## config.mk

```make
export PLATFORM = sky130hd
export DESIGN_NAME = buffer_seq_ctrl
export DESIGN_NICKNAME = d
export VERILOG_FILES = /design/src/rtl/buffer_seq_ctrl_pkg.sv /design/src/rtl/buffer_seq_ctrl_wrap_counter.sv /design/src/rtl/buffer_seq_ctrl.sv
export SDC_FILE = /design/constraint.sdc
export NUM_CORES = 1
export LEC_CHECK = 0
export ABC_AREA = 1
export BUFFER_PORTS_ARGS = -buffer_cell sky130_fd_sc_hd__buf_2
export CAP_MARGIN = 20
export CORE_MARGIN = 10
export CORE_UTILIZATION = 40
export CTS_BUF_LIST = sky130_fd_sc_hd__clkbuf_2 sky130_fd_sc_hd__clkbuf_4 sky130_fd_sc_hd__clkbuf_8
export DETAILED_ROUTE_END_ITERATION = 6
export HOLD_SLACK_MARGIN = 0.06
export PLACE_DENSITY = 0.57
export SLEW_MARGIN = 20
export SYNTH_ARGS = -nofsm -noshare
export SYNTH_HDL_FRONTEND = slang
export SYNTH_HIERARCHICAL = 1
export SYNTH_SLANG_ARGS = --single-unit
export TNS_END_PERCENT = 100
```

## constraint.sdc

```tcl
create_clock -name clk -period 2.7 [get_ports clk]
set_input_delay 0.27 -clock clk [delete_from_list [all_inputs] [get_ports clk]]
set_output_delay 0.27 -clock clk [all_outputs]
set_load 0.005 [all_outputs]
```

## src/rtl/buffer_seq_ctrl_pkg.sv

```systemverilog
// Shared definitions for the buffer sequencer and the Buffer it drives.
//   state_t        : controller state encoding (2-bit)
//   DEF_LENGTH_SIZE: default words per fill/pass, shared with Buffer instances
//   DEF_ADR_SIZE   : default address width, shared with Buffer instances
//   DEF_PASS_SIZE  : default width of the drain pass count
package buffer_seq_ctrl_pkg;

  typedef enum logic [1:0] {
    S_IDLE  = 2'd0,
    S_FILL  = 2'd1,
    S_DRAIN = 2'd2,
    S_DONE  = 2'd3
  } state_t;

  localparam int unsigned DEF_LENGTH_SIZE = 10;
  localparam int unsigned DEF_ADR_SIZE    = 4;
  localparam int unsigned DEF_PASS_SIZE   = 8;

endpackage

```

## src/rtl/buffer_seq_ctrl_wrap_counter.sv

```systemverilog
// Up-counter that wraps to zero after reaching MAX.
//   clk, rst : clock, async active-high reset
//   clr      : synchronous clear (wins over en)
//   en       : advance by one, wrapping MAX -> 0
//   cnt      : current count
//   tc       : terminal count, cnt == MAX
module wrap_counter #(
  parameter int unsigned WIDTH = 4,
  parameter int unsigned MAX   = 9
) (
  input  logic             clk,
  input  logic             rst,
  input  logic             clr,
  input  logic             en,
  output logic [WIDTH-1:0] cnt,
  output logic             tc
);

  assign tc = (cnt == WIDTH'(MAX));

  // Wrap is explicit at MAX so a non-power-of-two length never runs past it.
  always_ff @(posedge clk or posedge rst) begin
    if (rst)        cnt <= '0;
    else if (clr)   cnt <= '0;
    else if (en)    cnt <= tc ? '0 : cnt + WIDTH'(1);
  end

endmodule

```

## src/rtl/buffer_seq_ctrl.sv

```systemverilog
// Sequencer for one single-port Buffer: fills it from a valid/ready producer,
// then replays it drainPasses times to a valid/ready consumer. Data bypasses
// this block; only address/write-enable and handshakes are generated here.
//   clk, rst    : clock, async active-high reset
//   start       : job request, sampled only in IDLE
//   drainPasses : number of replay passes, latched on accepted start
//   inValid/inReady   : producer handshake (FILL)
//   outValid/outReady : consumer handshake (DRAIN), outLast marks end of pass
//   bufWr, bufAdr     : Buffer write enable and address
//   busy        : not in IDLE
//   done        : one-cycle completion pulse
//
// state   | meaning
// S_IDLE  | waiting for start, all handshakes low
// S_FILL  | accepting producer words at adr 0..LENGTH_SIZE-1
// S_DRAIN | replaying buffer to consumer, pass by pass
// S_DONE  | one-cycle done pulse, then back to IDLE
module buffer_seq_ctrl
  import buffer_seq_ctrl_pkg::*;
#(
  parameter int unsigned LENGTH_SIZE = DEF_LENGTH_SIZE,
  parameter int unsigned ADR_SIZE    = DEF_ADR_SIZE,
  parameter int unsigned PASS_SIZE   = DEF_PASS_SIZE
) (
  input  logic                 clk,
  input  logic                 rst,
  input  logic                 start,
  input  logic [PASS_SIZE-1:0] drainPasses,
  input  logic                 inValid,
  output logic                 inReady,
  output logic                 outValid,
  input  logic                 outReady,
  output logic                 outLast,
  output logic                 bufWr,
  output logic [ADR_SIZE-1:0]  bufAdr,
  output logic                 busy,
  output logic                 done
);

  state_t state, state_nxt;

  logic [ADR_SIZE-1:0]  adrCnt;
  logic                 adr_tc;
  logic                 adr_en;
  logic                 adr_clr;
  logic                 fill_step;
  logic                 drain_step;

  logic [PASS_SIZE-1:0] passCnt;
  logic [PASS_SIZE-1:0] passesReg;
  logic                 last_pass;

  assign fill_step  = (state == S_FILL)  && inValid;
  assign drain_step = (state == S_DRAIN) && outReady;
  assign adr_en     = fill_step || drain_step;
  assign adr_clr    = (state == S_IDLE) || (state == S_DONE);

  wrap_counter #(
    .WIDTH (ADR_SIZE),
    .MAX   (LENGTH_SIZE - 1)
  ) u_adr_cnt (
    .clk (clk),
    .rst (rst),
    .clr (adr_clr),
    .en  (adr_en),
    .cnt (adrCnt),
    .tc  (adr_tc)
  );

  // passesReg-1 is only meaningful when passesReg != 0; the zero case
  // bypasses DRAIN entirely, so it is masked here rather than underflowing.
  always_comb begin
    last_pass = 1'b0;
    if (passesReg != '0)
      last_pass = (passCnt == (passesReg - PASS_SIZE'(1)));
  end

  always_ff @(posedge clk or posedge rst) begin
    if (rst) begin
      passesReg <= '0;
      passCnt   <= '0;
    end else begin
      if ((state == S_IDLE) && start) begin
        passesReg <= drainPasses;
        passCnt   <= '0;
      end
      if (drain_step && adr_tc)
        passCnt <= last_pass ? '0 : passCnt + PASS_SIZE'(1);
    end
  end

  always_ff @(posedge clk or posedge rst) begin
    if (rst) state <= S_IDLE;
    else     state <= state_nxt;
  end

  always_comb begin
    state_nxt = state;
    case (state)
      S_IDLE:  if (start) state_nxt = S_FILL;
      S_FILL:  if (fill_step && adr_tc)
                 state_nxt = (passesReg == '0) ? S_DONE : S_DRAIN;
      S_DRAIN: if (drain_step && adr_tc && last_pass) state_nxt = S_DONE;
      S_DONE:  state_nxt = S_IDLE;
      default: state_nxt = S_IDLE;
    endcase
  end

  always_comb begin
    inReady  = 1'b0;
    outValid = 1'b0;
    outLast  = 1'b0;
    bufWr    = 1'b0;
    bufAdr   = '0;
    busy     = (state != S_IDLE);
    done     = 1'b0;
    case (state)
      S_FILL: begin
        inReady = 1'b1;
        bufWr   = inValid;
        bufAdr  = adrCnt;
      end
      S_DRAIN: begin
        outValid = 1'b1;
        outLast  = adr_tc;
        bufAdr   = adrCnt;
      end
      S_DONE:  done = 1'b1;
      default: ;
    endcase
  end

endmodule
```

==> results.md, run 1 <==
* Outcome: finished clean
* Crit start category: flop
* Tot Pwr at around 1500 µW
* CTS buffer count at 3
* Cell area after synthesis at between 0.0015 and 0.002 mm²
* Final setup vio count at 0
* Initial DRC count at 25
* Synth unique cells at 21
* Syn Nets at between 200 and 300
* HP Start: drainPasses[5]
* Worst hold stages at 3
* H-Tree Level Count at 1
* Non-filler cells, final at 303
* Via count at approximately 1400
* # fillers at between 400 and 500
* CP Capture Type: flop
* Fraction of layout cells with a size suffix above 1 at between 15 and 20%
* Worst r2r src: u_adr_cnt/cnt[1]$_DFFE_PP0P_
* Number of I/O pins at 23
* Die height at 83.0 µm
* Gpl congestion at about 0.8
* Die area at roughly 0.0069 mm²
* CP required at 2860 ps
* GRT Total Usage at approximately a tenth
* TritonCTS Sinks at 22
* Slew headroom at around half
* CP Class: reg2reg
* Postcts setup bufs at 0
* Peak VDD IR at about 0.44 mV
* Antenna violations before repair at 0
* Starting Density at between 40% and 50%
* Latest clock arrival within the worst-skew pair at ~270 ps
* Sequential fraction of the synthesis area at a little over a third
* Max-slew violation count at 0
* Post-DRT Antenna Nets at 0
* Placed instance area at 0.00175 mm²
* CTS max path bufs at 2
* Reg2reg end: state[0]$_DFFE_PP0P_
* Grt total ovfl at 0
* RSZ-0062 raised after global routing: false
* Rows at 22
* Syn. warnings at 6
* Worst R2R Path Depth at 11
* Vias in the first global route at approximately 1400
* Post-synthesis cell count at around 230
* CORE AREA at 0.00374 mm²
* Pin count of the biggest net entering global routing at 19
* CTS resizes at 0
* Final period util at roughly two thirds
* Post-Route WL at roughly 3500 µm
* Die width at approximately 83 µm
* P_leak at between 0.001 and 0.0015 µW
* Hold Vio Cnt, Final at 0
* # DRC at 0
* Clock root buffer: clkbuf_8
* CTS tree: built
* First-pass GRT wire length at 6190 µm
* Crit path max fanout at 5
* Post-DP HPWL at ~2800 µm
* Setup TNS at 0 ps
* Placed cell count at between 200 and 300
* Post-synthesis register bit count at 22
* WP data arrival at approximately 2000 ps
* Port bufs at 22
* TritonRoute pass-1 iters at 4
* ANT cells at 0
* Routed len/inst at approximately 11 µm
* Fin crit period at about 1800 ps
* Clock skew at 6.95 ps
* Max_cap viols at 0
* Fin area at 0.00182 mm²
* R2R setup slack at roughly 860 ps
* Area grow syn2layout at 14.6%
* Hold EP: passesReg[5]$_DFFE_PP0P_
* Final Core Density at approximately half
* Worst Max-Slew Pin Slew at 740 ps
* Routed vias/inst at between 4 and 5
* Fmax achieved at 543 MHz
* Nets at 279
* Hold Crit Class: in2reg
* Power per Cell Area at 813 mW/mm²
* Post-Syn Area per Cell at approximately 6.9 µm²
* Worst-path clk slew at 90 ps
[power by group]
part	internal [µW]	switching (µW)
Combinational	264	470
Clock	130	112
Sequential	411	91.4
[cell usage after synthesis (all sizes together)]
library cell	number	area (µm²)
a21oi	9	45.0
clkbuf	1	3.75
dfrtp	22	551
ha	10	125
inv	47	176
nand2	65	262
nand3	22	120
nand4	2	12.5
nor2	26	123
nor3	3	20.0
o21ai	8	40.0
o22ai	6	37.5
xnor2	2	17.5
xor2	6	52.6
[stage by stage]
stage / hold slack [ps] / worst slack [ps]
2_1_floorplan: 36.1 / 1060
3_3_place_gp: 167 / 902
3_5_place_dp: 167 / 871
4_1_cts: 245 / 853
5_1_grt: 252 / 633
6_report: 247 / 858
[registers in the layout (all words and copies together), names as in the netlist]
register	flops
state	2
passesReg	8
u_adr_cnt/cnt	4
passCnt	8
[how the worst max path moves through the flow]
stage,startpoint,end,slack [ps]
after global routing,passesReg[0]$_DFFE_PP0P_,state[0]$_DFFE_PP0P_,630
after CTS,u_adr_cnt/cnt[1]$_DFFE_PP0P_,state[0]$_DFFE_PP0P_,850
after floorplan,passesReg[0]$_DFFE_PP0P_,state[0]$_DFFE_PP0P_,1060
after global placement,passesReg[0]$_DFFE_PP0P_,state[1]$_DFFE_PP0P_,900
after detailed placement,state[0]$_DFFE_PP0P_,passCnt[5]$_DFFE_PP0P_,870
final,u_adr_cnt/cnt[1]$_DFFE_PP0P_,state[0]$_DFFE_PP0P_,860
[layout make-up]
type / count / area [µm²] / share of cell area, %
Clock buffer: 4 / 55.1 / 3.03
Multi-Input combinational cell: 159 / 855 / 47.0
Inverter: 47 / 176 / 9.71
Sequential cell: 22 / 551 / 30.3
Tap cell: 48 / 60.1 / 3.31
Timing Repair Buffer: 23 / 120 / 6.61
[logic make-up (layout without fill, tap and decap cells)]
logic type	Yosys count	count (layout)	share of synthesized area [%]
flops	22	22	34.7
fa+ha+maj	10	10	7.89
xor+xnor	8	8	4.42
buf+inv	48	74	11.4
simple gates	118	118	33.9
compound gates	23	23	7.73
[repair_timing]
action | in CTS | in global routing
endpoints found under the setup margin | 0 | 0
endpoints found under the hold margin | 4 | 0
hold buffers | 1 | 0
[layout by cell type (no fill, tap or decap)]
cell type / count
nand2_2: 7
inv_1: 45
nand4_1: 2
buf_2: 22
clkbuf_8: 4
nor2_2: 4
nor3_2: 1
o21ai_1: 4
nand2_1: 58
ha_1: 10
xnor2_1: 2
a21oi_1: 9
dfrtp_1: 22
xor2_1: 6
nand3_1: 20
dlygate4sd3_1: 1
o22ai_1: 6
o21ai_0: 4
nor2_4: 2
nand3_2: 2
nor3_1: 2
nor2_1: 20
inv_2: 2
[worst max-delay path: stages (launching register included)]
cell and delay, ps:
dfrtp_1 430, inv_1 90, ha_1 180, nand2_2 60, nor2_2 140, nand2_1 110
nor2_1 320, nand3_2 130, nand2_2 100, nand2_2 50, nand2_1 50, nand2_1 50
[routing by layer]
layer	up-vias	routed length (µm)	track usage, %
li1	757	-	-
met1	621	1700	12.3
met2	20	1580	17.5
met3	4	130	2.25
met4	0	47	4.62
met5	-	0	0
Note: power is estimated with default switching activity, not from simulation.
==> inputs of run 2 (changes only) <==
- ABC_AREA: 1 -> 0
- clock period: 2.7 -> 1.82 ns (I/O delays scaled with it)
==> run 2 against run 1 <==
  * Critical path type unchanged
  * Setup slack lost 1200 ps
  * First-iteration DRC count rose by 130%
  * Count of clock-buffer cells in the layout stayed put
  * Non-clock buffer count up 37
  * Register-to-register slack lost 1200 ps
  * Sequential power increased by 59%
  * Combinational power is 130% higher
  * Sequential share of layout area decreased by 4.6 points
  * Critical endpoint is now passCnt[2]$_DFFE_PP0P_
  * Area after synthesis about the same
  * Largest cell class unchanged
  * The flow now finishes with violations (negative setup slack)
  * Design area is 19% higher
==> results.md, run 2 <==
* Outcome: complete, but fails checks
* Failing checks: negative setup slack
* M1 GR Usage at 14.5%
* Rows at 22
* Largest registers: passCnt x8, passesReg x8, u_adr_cnt/cnt x4
* FF+latch area at 554 µm²
* Syn. warnings at 6
* Top Family by Delay on Critical Path: compound AO/OA/AOI/OAI gates
* Die area at between 0.006 and 0.007 mm²
* Count leader, synth: dfrtp_1
* Grt total ovfl at 0
* Hold_ws at between 100 and 150 ps
* Combinational Power Share at between 50% and 60%
* Post-synth top cells: 22 x dfrtp_1, 16 x nand2_1, 14 x inv_1, 10 x ha_1, 9 x o21ai_0
* Sequential fraction of the synthesis area at between 30% and 40%
* Fraction of layout cells with a size suffix above 1 at 41.7%
* Crit start category: flop
* Area contributors post-synth: dfrtp_1 35%, ha_1 7.9%, mux2_2 5.7%, nand2_1 3.8%, inv_1 3.3%
* Worst-path clk slew at approximately 80 ps
* Final setup vio count at 10
* Cell area after synthesis at approximately 0.0016 mm²
* Fin crit period at 2140 ps
* Pin count of the biggest net entering global routing at 19
* HP Start: drainPasses[2]
* Final period util at 117%
* NetSw at between 1000 and 1500 µW
* Initial DRC count at between 50 and 60
* Internal at roughly 1700 µW
* CP max stage cell: dfrtp_1
* Clock root buffer: clkbuf_8
* WP data arrival at ~2300 ps
* Clock power frac at around an eighth
* Port bufs at 22
* Routed vias/inst at 5.25
* Gpl congestion at 0.853
* Number of I/O pins at 23
* Worst r2r src: passesReg[1]$_DFFE_PP0P_
* Setup TNS at -2620 ps
* ANT cells at 0
* Vias in the first global route at ~1500
* Antenna violations before repair at 0
* GRT Total Usage at between 10% and 20%
* CORE AREA at ~0.0037 mm²
* Placed instance area at ~0.002 mm²
* Fmax achieved at about 470 MHz
* Top_reg_cell synth: dfrtp_1
* RSZ-0062 raised after global routing: true
* CTS tree: built
* Commonest non-fill, non-tap cells in the layout: 36 x buf_4, 23 x buf_2, 19 x dfrtp_1
* Post-DP HPWL at roughly 3100 µm
* Post-synth EDFFs at 0
* Hold EP: passesReg[2]$_DFFE_PP0P_
* Hold Crit Class: in2reg
* Nets at around 250
* CP Capture Type: flop
* H-Tree Level Count at 1
* Post-Route WL at 4110 µm
* WP buf/inv at 2
* Crit path max fanout at 5
* Power per Cell Area at around 1300 mW/mm²
* P_leak at a little over 0.001 µW
* Max-slew violation count at 0
* Die height at between 80 and 90 µm
* GR peak layer: met2
* CP required at 1980 ps
* Post-Syn Area per Cell at slightly above 9 µm²
* # fillers at 355
* Largest stage delay, worst path at 370 ps
* Sw frac at around 40%
* Die width at just over 80 µm
* # DRC at 0
* CTS buffer count at 3
* Post-synthesis cell count at 170
* Latest clock arrival within the worst-skew pair at about 270 ps
* Worst-path cell chain: inv_2, ha_4, o21ba_4, a221oi_2, a41oi_2, a2111oi_4, buf_4, nor4b_1, a211o_1
* Share of the synthesized area in the top cell type at 34.8%
* Final Core Density at 57.7%
* Max_cap viols at 0
* Hold Vio Cnt, Final at 0
* Reg power frac at about 28%
* Reg2reg end: passCnt[2]$_DFFE_PP0P_
* Clock skew at about 6 ps
* Via count at around 1500
* Synth unique cells at 47
* Post-synthesis register bit count at 22
* Post-DRT Antenna Nets at 0
* Final worst slack at -318 ps
* Asr flop ratio synth at 100%
* Starting Density at 42.3%
* Worst hold stages at 2
* Worst Max-Slew Pin Slew at between 700 and 800 ps
* TritonRoute pass-1 iters at 4
* First-pass GRT wire length at approximately 6900 µm
* Routed len/inst at roughly 15 µm
* Syn Nets at between 150 and 200
* Worst R2R Path Depth at 9
* Place WS at -417 ps
* Post-synthesis cell type with the largest combined area: dfrtp_1
* CTS max path bufs at 2
* Area grow syn2layout at 36.3%
* Area occupied by multi-input gates at around 0.0010 mm²
* Slew headroom at about half
* CP Class: reg2reg
* R2R setup slack at -320 ps
* TritonCTS Sinks at 22
* M3 GR Usage at under 10%
* Most common cell after layout, fill and taps aside: buf_4
* Met2 GRT Util at a little under a fifth
* Fin area at 0.00216 mm²
* Peak VDD IR at a little over 0.8 mV
## run 2: power by group through the flow
| stage | sequential [µW] | combinational, µW | clock [µW] |
|---|---|---|---|
| floorplan | 784 | 895 | 0 |
| global placement | 794 | 1410 | 0 |
| detailed placement | 795 | 1450 | 0 |
| CTS | 808 | 1570 | 372 |
| global route | 818 | 1840 | 387 |
| finish | 799 | 1670 | 367 |
## run 2: what timing repair did
item,in CTS,in global routing
pin swaps,8,3
cloned,1,0
hold buffers,1,0
resized for setup,19,4
setup buffers,2,4
endpoints found under the setup margin,10,11
endpoints found under the hold margin,4,0
## run 2: stage by stage
stage                     instances  total power [µW]
after floorplan                 170              1680
after global placement          266              2200
after detailed placement        266              2250
after CTS                       272              2750
after global routing            276              3040
final                           276              2830
## run 2: how the worst max path moves through the flow
stage | startpoint | endpoint | slack, ps | depth (start not counted)
after floorplan | passesReg[0]$_DFFE_PP0P_ | passCnt[2]$_DFFE_PP0P_ | -450 | 9
after global placement | passesReg[2]$_DFFE_PP0P_ | passCnt[3]$_DFFE_PP0P_ | -300 | 8
after detailed placement | passesReg[0]$_DFFE_PP0P_ | state[1]$_DFFE_PP0P_ | -420 | 9
after CTS | passesReg[5]$_DFFE_PP0P_ | passCnt[2]$_DFFE_PP0P_ | -300 | 8
after global routing | passesReg[1]$_DFFE_PP0P_ | state[1]$_DFFE_PP0P_ | -440 | 9
final | passesReg[1]$_DFFE_PP0P_ | passCnt[2]$_DFFE_PP0P_ | -320 | 9
## run 2: area by class of cell
| cell class | count | share of cell area [%] |
|---|---|---|
| multi-input cells | 128 | 48.2 |
| flip-flops and latches | 22 | 25.7 |
| repair buffers | 60 | 18.3 |
| well taps | 48 | 2.78 |
| clock buffers | 4 | 2.55 |
| inverters | 14 | 2.43 |
## run 2: per-layer routing
| metal | vias up | part of all wire [%] |
|---|---|---|
| met5 | - | 0 |
| met1 | 696 | 48 |
| li1 | 721 | - |
| met2 | 29 | 48 |
| met4 | 0 | 0.88 |
| met3 | 4 | 3.2 |
## run 2: cells by family (layout without fill, tap and decap cells)
group	Yosys count	count (layout)	synth area share (%)
compound gates	32	32	16.0
xor+xnor	10	10	5.53
fa+ha+maj	10	10	7.90
buf+inv	20	78	4.98
flops	22	22	34.8
mux	9	9	6.32
simple gates	67	67	24.6
